**src/rtl/fb_pkg.sv**
```systemverilog
// fb_pkg: shared definitions for the frame-buffer blocks (rectangle fill
// engine, frame memory, scan-out reader).
//   - default frame geometry and bus widths
//   - fill-engine FSM state encoding
//   - pixel colour type
//   - clip_end(): clipped exclusive end coordinate of a span
package fb_pkg;

    localparam int FB_W_DEF    = 160;
    localparam int FB_H_DEF    = 120;
    localparam int ADDR_W_DEF  = 16;
    localparam int COLOR_W_DEF = 3;
    localparam int X_W_DEF     = 8;
    localparam int Y_W_DEF     = 7;

    typedef enum logic [1:0] {
        ST_IDLE = 2'd0,
        ST_FILL = 2'd1,
        ST_DONE = 2'd2
    } state_t;

    typedef logic [COLOR_W_DEF-1:0] color_t;

    // Exclusive end of [start, start+len) clipped to limit. The 16-bit sum
    // is wide enough for any 8-bit start plus 8-bit length, so it never wraps.
    function automatic logic [15:0] clip_end(input logic [15:0] start,
                                             input logic [15:0] len,
                                             input logic [15:0] limit);
        logic [15:0] sum;
        sum = start + len;
        return (sum > limit) ? limit : sum;
    endfunction

endpackage

```
**src/rtl/fb_rect_fill.sv**
```systemverilog
// fb_rect_fill: rectangle fill engine driving the frame-buffer write port.
// Accepts one command (x, y, w, h, colour) per valid/ready handshake, clips
// it to the frame and emits one pixel write per cycle in row-major order,
// addr = y*FB_W + x.
//
// Handshake: a command is taken on a rising edge where cmd_valid && cmd_ready;
// cmd_ready is high only in IDLE, and the source must hold the command
// stable until it is taken.
//
// Ports:
//   clk, rst            clock, asynchronous active-high reset
//   cmd_valid/cmd_ready command handshake
//   cmd_x, cmd_y        top-left corner
//   cmd_w, cmd_h        size in pixels
//   cmd_color           fill colour
//   cmd_clear           (only with FB_RECT_CLEAR_EN) fill the whole frame
//   mem_wr, mem_addr,   frame memory write port; addr/data hold their last
//   mem_di              value while mem_wr is low
//   busy                high from accept until the command has finished
//   done                one-cycle pulse when a command completes
//   dbg_state           current FSM state, for observation only
//
// Optional feature macro: FB_RECT_CLEAR_EN adds cmd_clear. When set at the
// handshake the geometry is ignored and addresses 0..FB_W*FB_H-1 are written
// with a plain linear count.
module fb_rect_fill
    import fb_pkg::*;
#(
    parameter int FB_W    = FB_W_DEF,
    parameter int FB_H    = FB_H_DEF,
    parameter int ADDR_W  = ADDR_W_DEF,
    parameter int COLOR_W = COLOR_W_DEF,
    parameter int X_W     = X_W_DEF,
    parameter int Y_W     = Y_W_DEF
) (
    input  logic               clk,
    input  logic               rst,
    input  logic               cmd_valid,
    output logic               cmd_ready,
    input  logic [X_W-1:0]     cmd_x,
    input  logic [Y_W-1:0]     cmd_y,
    input  logic [X_W-1:0]     cmd_w,
    input  logic [Y_W-1:0]     cmd_h,
    input  logic [COLOR_W-1:0] cmd_color,
`ifdef FB_RECT_CLEAR_EN
    input  logic               cmd_clear,
`endif
    output logic               mem_wr,
    output logic [ADDR_W-1:0]  mem_addr,
    output logic [COLOR_W-1:0] mem_di,
    output logic               busy,
    output logic               done,
    output state_t             dbg_state
);

    localparam logic [ADDR_W-1:0] FB_W_A    = ADDR_W'(FB_W);
    localparam logic [ADDR_W-1:0] LAST_ADDR = ADDR_W'(FB_W * FB_H - 1);

    state_t             r_state,    w_state;
    logic [X_W-1:0]     r_col,      w_col;
    logic [X_W-1:0]     r_x0,       w_x0;
    logic [X_W-1:0]     r_x_last,   w_x_last;
    logic [Y_W-1:0]     r_row,      w_row;
    logic [Y_W-1:0]     r_y_last,   w_y_last;
    logic [ADDR_W-1:0]  r_row_base, w_row_base;
    logic [ADDR_W-1:0]  r_addr,     w_addr;
    logic [COLOR_W-1:0] r_di,       w_di;
    logic               r_wr,       w_wr;
    logic               r_busy,     w_busy;
    logic               r_done,     w_done;
    logic               r_clear,    w_clear;

    logic               w_cmd_clear;
    logic               w_empty;
    logic [ADDR_W-1:0]  w_y_base;

`ifdef FB_RECT_CLEAR_EN
    assign w_cmd_clear = cmd_clear;
`else
    assign w_cmd_clear = 1'b0;
`endif

    assign w_empty = (cmd_w == '0) || (cmd_h == '0) ||
                     (16'(cmd_x) >= 16'(FB_W)) || (16'(cmd_y) >= 16'(FB_H));

    // Constant-coefficient product, used only once per command to seed the
    // row base; row advances afterwards are pure additions of FB_W.
    assign w_y_base = ADDR_W'(cmd_y) * FB_W_A;

    always_comb begin
        w_state    = r_state;
        w_col      = r_col;
        w_x0       = r_x0;
        w_x_last   = r_x_last;
        w_row      = r_row;
        w_y_last   = r_y_last;
        w_row_base = r_row_base;
        w_addr     = r_addr;
        w_di       = r_di;
        w_wr       = 1'b0;
        w_busy     = r_busy;
        w_done     = 1'b0;
        w_clear    = r_clear;

        case (r_state)
            ST_IDLE: begin
                if (cmd_valid) begin
                    w_busy  = 1'b1;
                    w_clear = w_cmd_clear;
                    if (w_cmd_clear) begin
                        w_state = ST_FILL;
                        w_wr    = 1'b1;
                        w_addr  = '0;
                        w_di    = cmd_color;
                    end else if (w_empty) begin
                        w_state = ST_DONE;
                        w_done  = 1'b1;
                    end else begin
                        w_state    = ST_FILL;
                        w_wr       = 1'b1;
                        w_di       = cmd_color;
                        w_col      = cmd_x;
                        w_x0       = cmd_x;
                        w_row      = cmd_y;
                        w_row_base = w_y_base;
                        w_addr     = w_y_base + ADDR_W'(cmd_x);
                        // Store inclusive last coordinates so the scan
                        // compares against registers of the field width.
                        w_x_last   = X_W'(clip_end(16'(cmd_x), 16'(cmd_w),
                                                   16'(FB_W)) - 16'd1);
                        w_y_last   = Y_W'(clip_end(16'(cmd_y), 16'(cmd_h),
                                                   16'(FB_H)) - 16'd1);
                    end
                end
            end

            ST_FILL: begin
                // The registered outputs currently carry pixel (r_col, r_row);
                // decide what the next cycle carries.
                w_wr = 1'b1;
                if (r_clear) begin
                    if (r_addr == LAST_ADDR) begin
                        w_wr    = 1'b0;
                        w_done  = 1'b1;
                        w_state = ST_DONE;
                    end else begin
                        w_addr = r_addr + 1'b1;
                    end
                end else if (r_col == r_x_last) begin
                    if (r_row == r_y_last) begin
                        w_wr    = 1'b0;
                        w_done  = 1'b1;
                        w_state = ST_DONE;
                    end else begin
                        w_row      = r_row + 1'b1;
                        w_col      = r_x0;
                        w_row_base = r_row_base + FB_W_A;
                        w_addr     = r_row_base + FB_W_A + ADDR_W'(r_x0);
                    end
                end else begin
                    w_col  = r_col + 1'b1;
                    w_addr = r_addr + 1'b1;
                end
            end

            ST_DONE: begin
                w_busy  = 1'b0;
                w_state = ST_IDLE;
            end

            default: begin
                w_state = ST_IDLE;
                w_busy  = 1'b0;
            end
        endcase
    end

    always_ff @(posedge clk or posedge rst) begin
        if (rst) begin
            r_state    <= ST_IDLE;
            r_col      <= '0;
            r_x0       <= '0;
            r_x_last   <= '0;
            r_row      <= '0;
            r_y_last   <= '0;
            r_row_base <= '0;
            r_addr     <= '0;
            r_di       <= '0;
            r_wr       <= 1'b0;
            r_busy     <= 1'b0;
            r_done     <= 1'b0;
            r_clear    <= 1'b0;
        end else begin
            r_state    <= w_state;
            r_col      <= w_col;
            r_x0       <= w_x0;
            r_x_last   <= w_x_last;
            r_row      <= w_row;
            r_y_last   <= w_y_last;
            r_row_base <= w_row_base;
            r_addr     <= w_addr;
            r_di       <= w_di;
            r_wr       <= w_wr;
            r_busy     <= w_busy;
            r_done     <= w_done;
            r_clear    <= w_clear;
        end
    end

    assign cmd_ready = (r_state == ST_IDLE);
    assign mem_wr    = r_wr;
    assign mem_addr  = r_addr;
    assign mem_di    = r_di;
    assign busy      = r_busy;
    assign done      = r_done;
    assign dbg_state = r_state;

endmodule

```
**config.mk**
```make
export PLATFORM = sky130hd
export DESIGN_NAME = fb_rect_fill
export DESIGN_NICKNAME = d
export VERILOG_FILES = /design/src/rtl/fb_pkg.sv /design/src/rtl/fb_rect_fill.sv
export SDC_FILE = /design/constraint.sdc
export NUM_CORES = 1
export LEC_CHECK = 0
export BUFFER_PORTS_ARGS = -buffer_cell sky130_fd_sc_hd__buf_2
export CORE_MARGIN = 2
export CORE_UTILIZATION = 40
export CTS_CLUSTER_SIZE = 20
export DETAILED_ROUTE_END_ITERATION = 12
export MAX_ROUTING_LAYER = met4
export SYNTH_ARGS = -nofsm -noshare
export SYNTH_HDL_FRONTEND = slang
export SYNTH_SLANG_ARGS = --single-unit
```
**constraint.sdc**
```tcl
create_clock -name clk -period 3.04 [get_ports clk]
set_input_delay 0.304 -clock clk [delete_from_list [all_inputs] [get_ports clk]]
set_output_delay 0.304 -clock clk [all_outputs]
set_load 0.005 [all_outputs]
```
==> metrics.yaml, run 1 <==
top_usage_layer: "met2"
timing.critical_path.to_type: "flop"
final_layout_size_suffix_gt1_share_pct: 20.8
route.final.wire_length_mm: 15.0
syn_inst: 672
fraction_of_the_mapped_netlist_area_in_compound_gates_pct: 20.3
ioPinCount: 61
fp.dieH_um: 124
place.detailed.hpwl_mm: 11.4
antenna_left: 0
gr-usage-met3_pct: 2.96
yosysTopAreaCellShare_pct: 31.5
min_path_type: "primary input to async pin"
use_met2_pct: 32.7
number_of_antenna_violations_at_the_first_check_in_global_routing: 0
finalInstanceArea_um2: 6950
ctsHtreeMaxLevel: 3
syn_avg_cell_area_um2: 8.64
synth.yosys.seq_area_share_pct: 31.5
core.rowCount: 44
fmax_mhz: 357
grt_pass1_vias: 5236
syn-num-nets: 749
post_synth_edffs: 0
detail_route.iter0.violations: 281
cts_made_buffers: 9
vias_per_cell: 5.54
synth-xor-area-share_pct: 10.7
pwr-share-comb_pct: 43.8
pre_cts_slack_ns: -0.156
clock_path_buffers: 2
dpl_cell_area_um2: 6540
pwr_density_cell_nw_per_um2: 837
tritoncts_num_sinks: 73
setup_viol_count_final: 0
detailedRoute.firstPassIterationCount: 6
p_sw_share_pct: 38.1
layout.core_utilization_pct: 48.3
hold_viol_final: 0
clk_root_buffer_cell: "sky130_fd_sc_hd__clkbuf_16"
async_reset_ff_share_pct: 100
final_period_minus_worst_setup_slack_ns: 2.80
tightestPinTransition_ns: 0.970
fp.coreArea_um2: 14400
die_width_um: 124
cpPeakStageDelay_ns: 0.38
grt_use_met1_pct: 26.1
seq_cells_post_synth: 73
cts.hold.buffers_added: 0
syn-cell-area_um2: 5800
track_usage_pct: 20.3
timing.setup.tns_ns: 0
synthAdderAreaFrac_pct: 9.36
p_sw_mw: 2.22
critical_path_peak_fanout: 5
route.detailed.drc: 0
worst_path_max_delay_cell: "sky130_fd_sc_hd__fa_1"
clkLatencyLatePin_ns: 0.34
avgRoutedWirePerCell_um: 15.8
max-slew-margin-rel_pct: 35.3
final_max_slew_viol_count: 0
p_leak_nw: 3.08
clk_pin_slew_worst_paths_ns: 0.06
combinational_family_with_the_most_area_after_synthesis: "compound AO/OA/AOI/OAI gates"
post_cts_repair_resize_count: 0
design.die.area_um2: 15500
cp_common_cell: "sky130_fd_sc_hd__ha_1"
min_period_over_period_pct: 92.1
arrival_time_of_the_worst_setup_path_ns: 3.01
fill_cells: 1327
largest_net_degree_at_the_start_of_global_routing: 52
synth_largest_area_cell: "sky130_fd_sc_hd__dfrtp_1"
via_count: 5250
floorplan.initialDensity_pct: 40.4
synthTopCellsByArea: "sky130_fd_sc_hd__dfrtp_1 (31%), sky130_fd_sc_hd__ha_1 (8.0%), sky130_fd_sc_hd__xor2_1 (6.3%), sky130_fd_sc_hd__a21oi_1 (5.2%), sky130_fd_sc_hd__o21ai_0 (4.3%)"
cells_along_the_critical_path: "buf_2, ha_1, inv_1, fa_1, nor2b_1, o2111ai_1, buf_4, a31oi_2, a2111oi_4, a22oi_2, nand2b_4, ha_1, nor4b_1, nand4b_1, a31oi_1"
synthMuxAreaShare_pct: 4.74
gp_routability_congestion: 0.849
cp-start-kind: "primary input"
cts_setup_buffers: 0
mostFrequentLayoutCells: "sky130_fd_sc_hd__dfrtp_1 (73), sky130_fd_sc_hd__nand2_1 (63), sky130_fd_sc_hd__a21oi_1 (60), sky130_fd_sc_hd__buf_2 (60), sky130_fd_sc_hd__nor2_1 (59)"
finish.net_count: 836
layout-area-overhead-vs-synth_pct: 19.7
run_status: "finished, final reports clean"
ys.flop_type: "sky130_fd_sc_hd__dfrtp_1"
cts_tree: "done"
worst-endpoint-required_ns: 3.25
finalClockSkew_ns: 0.00507
synth_area_in_simple_gates_pct: 19.8
grt_first_pass_wirelength_mm: 25.3
power.clock.fraction_pct: 23.0
type_of_the_setup_path_with_the_least_slack: "primary input to flop"
diodes: 0
power.share.sequential_pct: 33.1
warnings_synthesis: 0
ir_worst_vdd_mv: 0.341
final_critical_path_setup_slack_ns: 0.240
placement.io_buffers: 60
grt_overflow_total: 0
leading_cell_type_in_the_layout_fill_and_taps_excluded: "sky130_fd_sc_hd__dfrtp_1"
internal-power_mw: 3.60
cap_violations: 0
yosysUniqueCellTypes: 67
-- metrics by stage --
step	power, mW	std cells	hold slack (ns)
after floorplan	3.73	672	0.443
after global placement	4.40	932	0.392
after detailed placement	4.48	932	0.402
after CTS	5.85	948	0.0325
after global routing	6.31	948	0.0532
final	5.82	948	0.0144
-- path summary, 6_finish.rpt --
kind	start	endpoint	slack [ns]	cells after the start
setup / recovery	cmd_x[0]	r_x_last[6]$_DFFE_PP0P_	0.24	15
hold / removal	rst	mem_wr$_DFF_PP0_	0.01	2
setup reg to reg	r_row_base[5]$_DFFE_PP0P_	mem_addr[12]$_DFFE_PP0P_	0.50	9
hold reg to reg	mem_di[0]$_DFFE_PP0P_	mem_di[0]$_DFFE_PP0P_	0.51	1
max in group asynchronous	rst	r_x_last[7]$_DFFE_PP0P_	2.36	3
min in group clk	cmd_color[0]	mem_di[0]$_DFFE_PP0P_	0.19	2
-- sequential cells by signal, summed over array words and instances (netlist names) --
register and flops:
mem_addr 16, r_row_base 11, r_col 8, r_x0 8, r_x_last 8, r_row 7, r_y_last 7, mem_di 3
dbg_state 2, busy 1, done 1, mem_wr 1
-- cells in the mapped netlist (all sizes together) (10+ instances only) --
master	n
buf	13
a21oi	62
inv	21
nor2	60
mux2	20
xnor2	27
clkbuf	13
nand3	25
a31oi	10
xor2	43
o21ai	50
ha	37
a211oi	13
nand2	64
dfrtp	73
a21o	10
-- cell families after synthesis --
group | count (synthesis)
AND/OR/NAND/NOR | 228
flip-flops | 73
XOR/XNOR | 70
AO/OA/AOI/OAI | 188
multiplexers | 25
buffers and inverters | 47
adder cells (fa/ha/maj) | 41
-- worst max-delay path: cells and delay by family --
family                   cells  cell delay, ns
AO/OA/AOI/OAI                5            0.79
buffers and inverters        3            0.33
adder cells (fa/ha/maj)      3            0.76
AND/OR/NAND/NOR              4            0.83
-- layer usage --
metal	vias to the layer above	wire, um
met2	91	7100
li1	2604	-
met1	2530	7080
met3	25	480
met5	-	0
met4	0	336
-- power by group through the flow --
stage	logic, mW	clock network (mW)	registers, mW
after floorplan	1.91	0	1.82
after detailed placement	2.54	0	1.94
after global routing	2.89	1.42	2.00
after CTS	2.56	1.37	1.92
after global placement	2.48	0	1.92
final	2.55	1.34	1.93
-- cell type report --
cell class | count | area (um2) | area share, %
multi-input combinational | 552 | 3800 | 54.7
sequential | 73 | 1830 | 26.3
timing repair buffer | 102 | 628 | 9.04
clock buffer | 11 | 253 | 3.64
tap | 184 | 230 | 3.31
clock inverter | 5 | 125 | 1.80
inverter | 21 | 81.3 | 1.17
Power figures use the tool's default switching activity.
==> run 2, diff against run 1 <==
- CELL_PAD_IN_SITES_DETAIL_PLACEMENT: default -> 0
- CELL_PAD_IN_SITES_GLOBAL_PLACEMENT: default -> 1
- PLACE_DENSITY_LB_ADDON: default -> 0.1
- REMOVE_ABC_BUFFERS: default -> 1
==> run 2 against run 1 <==
Clock power shrank 29%. Sequential power is essentially flat. Non-clock buffer count is the same. Die area is the same. Worst setup slack lost 0.063 ns. Count of clock-buffer cells in the layout grew 1. Utilization shrank 0.76 points. Total power shrank 5.8%. Design area shrank 1.6%. Critical path type unchanged. Highest routed layer unchanged.
==> metrics.yaml, run 2 (synthesis gave the netlist of run 1 again) <==
floorplan.initialDensity_pct: 40.4  # unchanged
ir_worst_vdd_mv: 0.278  # -18%
arrival_time_of_the_worst_setup_path_ns: 3.12  # +0.11 ns
type_of_the_setup_path_with_the_least_slack: "primary input to flop"
clk_pin_slew_worst_paths_ns: 0.05  # about the same
fill_cells: 1413  # +6.5%
leading_cell_type_in_the_layout_fill_and_taps_excluded: "sky130_fd_sc_hd__dfrtp_1"
grt_use_met1_pct: 28.1  # +1.9 points
timing.critical_path.to_type: "flop"
clk_root_buffer_cell: "sky130_fd_sc_hd__clkbuf_16"
largest_net_degree_at_the_start_of_global_routing: 74  # +42%
detailedRoute.firstPassIterationCount: 4  # -2
die_width_um: 124  # unchanged
diodes: 0  # unchanged
core.rowCount: 44  # unchanged
cp-start-kind: "primary input"
post_cts_repair_resize_count: 0  # unchanged
gr-usage-met3_pct: 2.66  # -0.30 points
timing.setup.tns_ns: 0  # unchanged
mostFrequentLayoutCells: "sky130_fd_sc_hd__dfrtp_1 (73), sky130_fd_sc_hd__nand2_1 (63), sky130_fd_sc_hd__a21oi_1 (60), sky130_fd_sc_hd__buf_2 (60), sky130_fd_sc_hd__nor2_1 (59)"
ctsHtreeMaxLevel: 3  # unchanged
design.die.area_um2: 15500  # unchanged
layout.core_utilization_pct: 47.6  # -0.76 points
finalClockSkew_ns: 0.00473  # -0.000341 ns
pwr_density_cell_nw_per_um2: 801  # -4.3%
layout-area-overhead-vs-synth_pct: 17.8
finish.net_count: 836  # unchanged
via_count: 5222  # -0.53%
route.final.wire_length_mm: 15.7  # +4.8%
antenna_left: 0  # unchanged
clock_path_buffers: 2  # unchanged
use_met2_pct: 34.0  # +1.3 points
cts_setup_buffers: 0  # unchanged
cts_made_buffers: 9  # unchanged
detail_route.iter0.violations: 185  # -34%
number_of_antenna_violations_at_the_first_check_in_global_routing: 0  # unchanged
place.detailed.hpwl_mm: 11.7  # +2.6%
fmax_mhz: 349  # -2.2%
p_leak_nw: 3.02  # -1.8%
final_layout_size_suffix_gt1_share_pct: 20.5  # -0.31 points
top_usage_layer: "met2"
grt_first_pass_wirelength_mm: 25.8  # +2.2%
clkLatencyLatePin_ns: 0.34  # about the same
final_period_minus_worst_setup_slack_ns: 2.86  # +0.0627 ns
cap_violations: 0  # unchanged
track_usage_pct: 21.1  # +0.81 points
route.detailed.drc: 0  # unchanged
max-slew-margin-rel_pct: 40.3  # +5.0 points
tritoncts_num_sinks: 73  # unchanged
min_period_over_period_pct: 94.2  # +2.1 points
vias_per_cell: 5.53  # -0.22%
avgRoutedWirePerCell_um: 16.6  # +5.1%
min_path_type: "primary input to async pin"
tightestPinTransition_ns: 0.895  # -0.0744 ns
critical_path_peak_fanout: 6  # +1
cts_tree: "done"
ioPinCount: 61  # unchanged
hold_viol_final: 0  # unchanged
placement.io_buffers: 60  # unchanged
largest_register_ffs: 16  # unchanged
grt_overflow_total: 0  # unchanged
cts.hold.buffers_added: 0  # unchanged
final.hold.worst_slack_ns: 0.0402  # +0.0258 ns
final_max_slew_viol_count: 0  # unchanged
gp_routability_congestion: 0.829  # -2.4%
run_status: "finished, final reports clean"
grt_pass1_vias: 5077  # -3.0%
fp.dieH_um: 124  # unchanged
worst-endpoint-required_ns: 3.30  # +0.05 ns
fp.coreArea_um2: 14400  # unchanged
setup_viol_count_final: 0  # unchanged
-- run 2: layer usage --
metal	share of wire, %	up-vias	routed length [um]
li1	-	2596	-
met3	3.6	17	572
met1	48	2504	7490
met4	1.3	0	209
met5	0	-	0
met2	47	105	7440
-- run 2: through the flow --
stage	worst slack, ns	instance area, um2	total power [mW]	instances
3_3_place_gp	-0.0969	6550	4.48	932
3_5_place_dp	-0.234	6550	4.53	932
6_report	0.177	6840	5.48	945
5_1_grt	-0.0103	6840	5.96	945
4_1_cts	0.125	6800	5.51	945
2_1_floorplan	0.0240	5680	3.71	646
-- run 2: report_power, final --
group	leakage [nW]	switching [mW]	total (mW)	internal [mW]
Combinational	2.03	1.32	2.59	1.27
Sequential	0.867	0.513	1.93	1.42
Clock	0.124	0.394	0.954	0.560
Total	3.02	2.23	5.48	3.25
-- run 2: cell type report --
type                    count  area, um2  share of cell area [%]
multi-input cells         552       3810                    55.7
inverters                  21       81.3                    1.19
well taps                 184        230                    3.37
clock inverters             1       5.00                  0.0732
clock buffers              12        246                    3.61
repair buffers            102        641                    9.37
flip-flops and latches     73       1830                    26.7
-- run 2: path summary, 6_finish.rpt --
path                                      startpoint  cells past startpoint                        to  slack, ns
max                                         cmd_x[0]                     14   r_x_last[6]$_DFFE_PP0P_       0.18
min                                              rst                      3   mem_addr[0]$_DFFE_PP0P_       0.04
min in group clk                        cmd_color[0]                      2     mem_di[0]$_DFFE_PP0P_       0.20
max reg2reg                r_row_base[5]$_DFFE_PP0P_                      9  mem_addr[12]$_DFFE_PP0P_       0.47
min reg2reg                         busy$_DFFE_PP0P_                      2          busy$_DFFE_PP0P_       0.50
max in group asynchronous                        rst                      3   r_x_last[5]$_DFFE_PP0P_       2.66
-- run 2: worst max-delay path, stage by stage --
cell	delay, ns
sky130_fd_sc_hd__buf_2	0.10
sky130_fd_sc_hd__ha_1	0.16
sky130_fd_sc_hd__inv_1	0.05
sky130_fd_sc_hd__fa_1	0.40
sky130_fd_sc_hd__nor2b_2	0.17
sky130_fd_sc_hd__o2111ai_2	0.18
sky130_fd_sc_hd__and2_4	0.21
sky130_fd_sc_hd__a2111oi_4	0.33
sky130_fd_sc_hd__a22oi_2	0.12
sky130_fd_sc_hd__or2_2	0.30
sky130_fd_sc_hd__ha_1	0.26
sky130_fd_sc_hd__nor4b_1	0.17
sky130_fd_sc_hd__nand4b_1	0.19
sky130_fd_sc_hd__a31oi_1	0.17
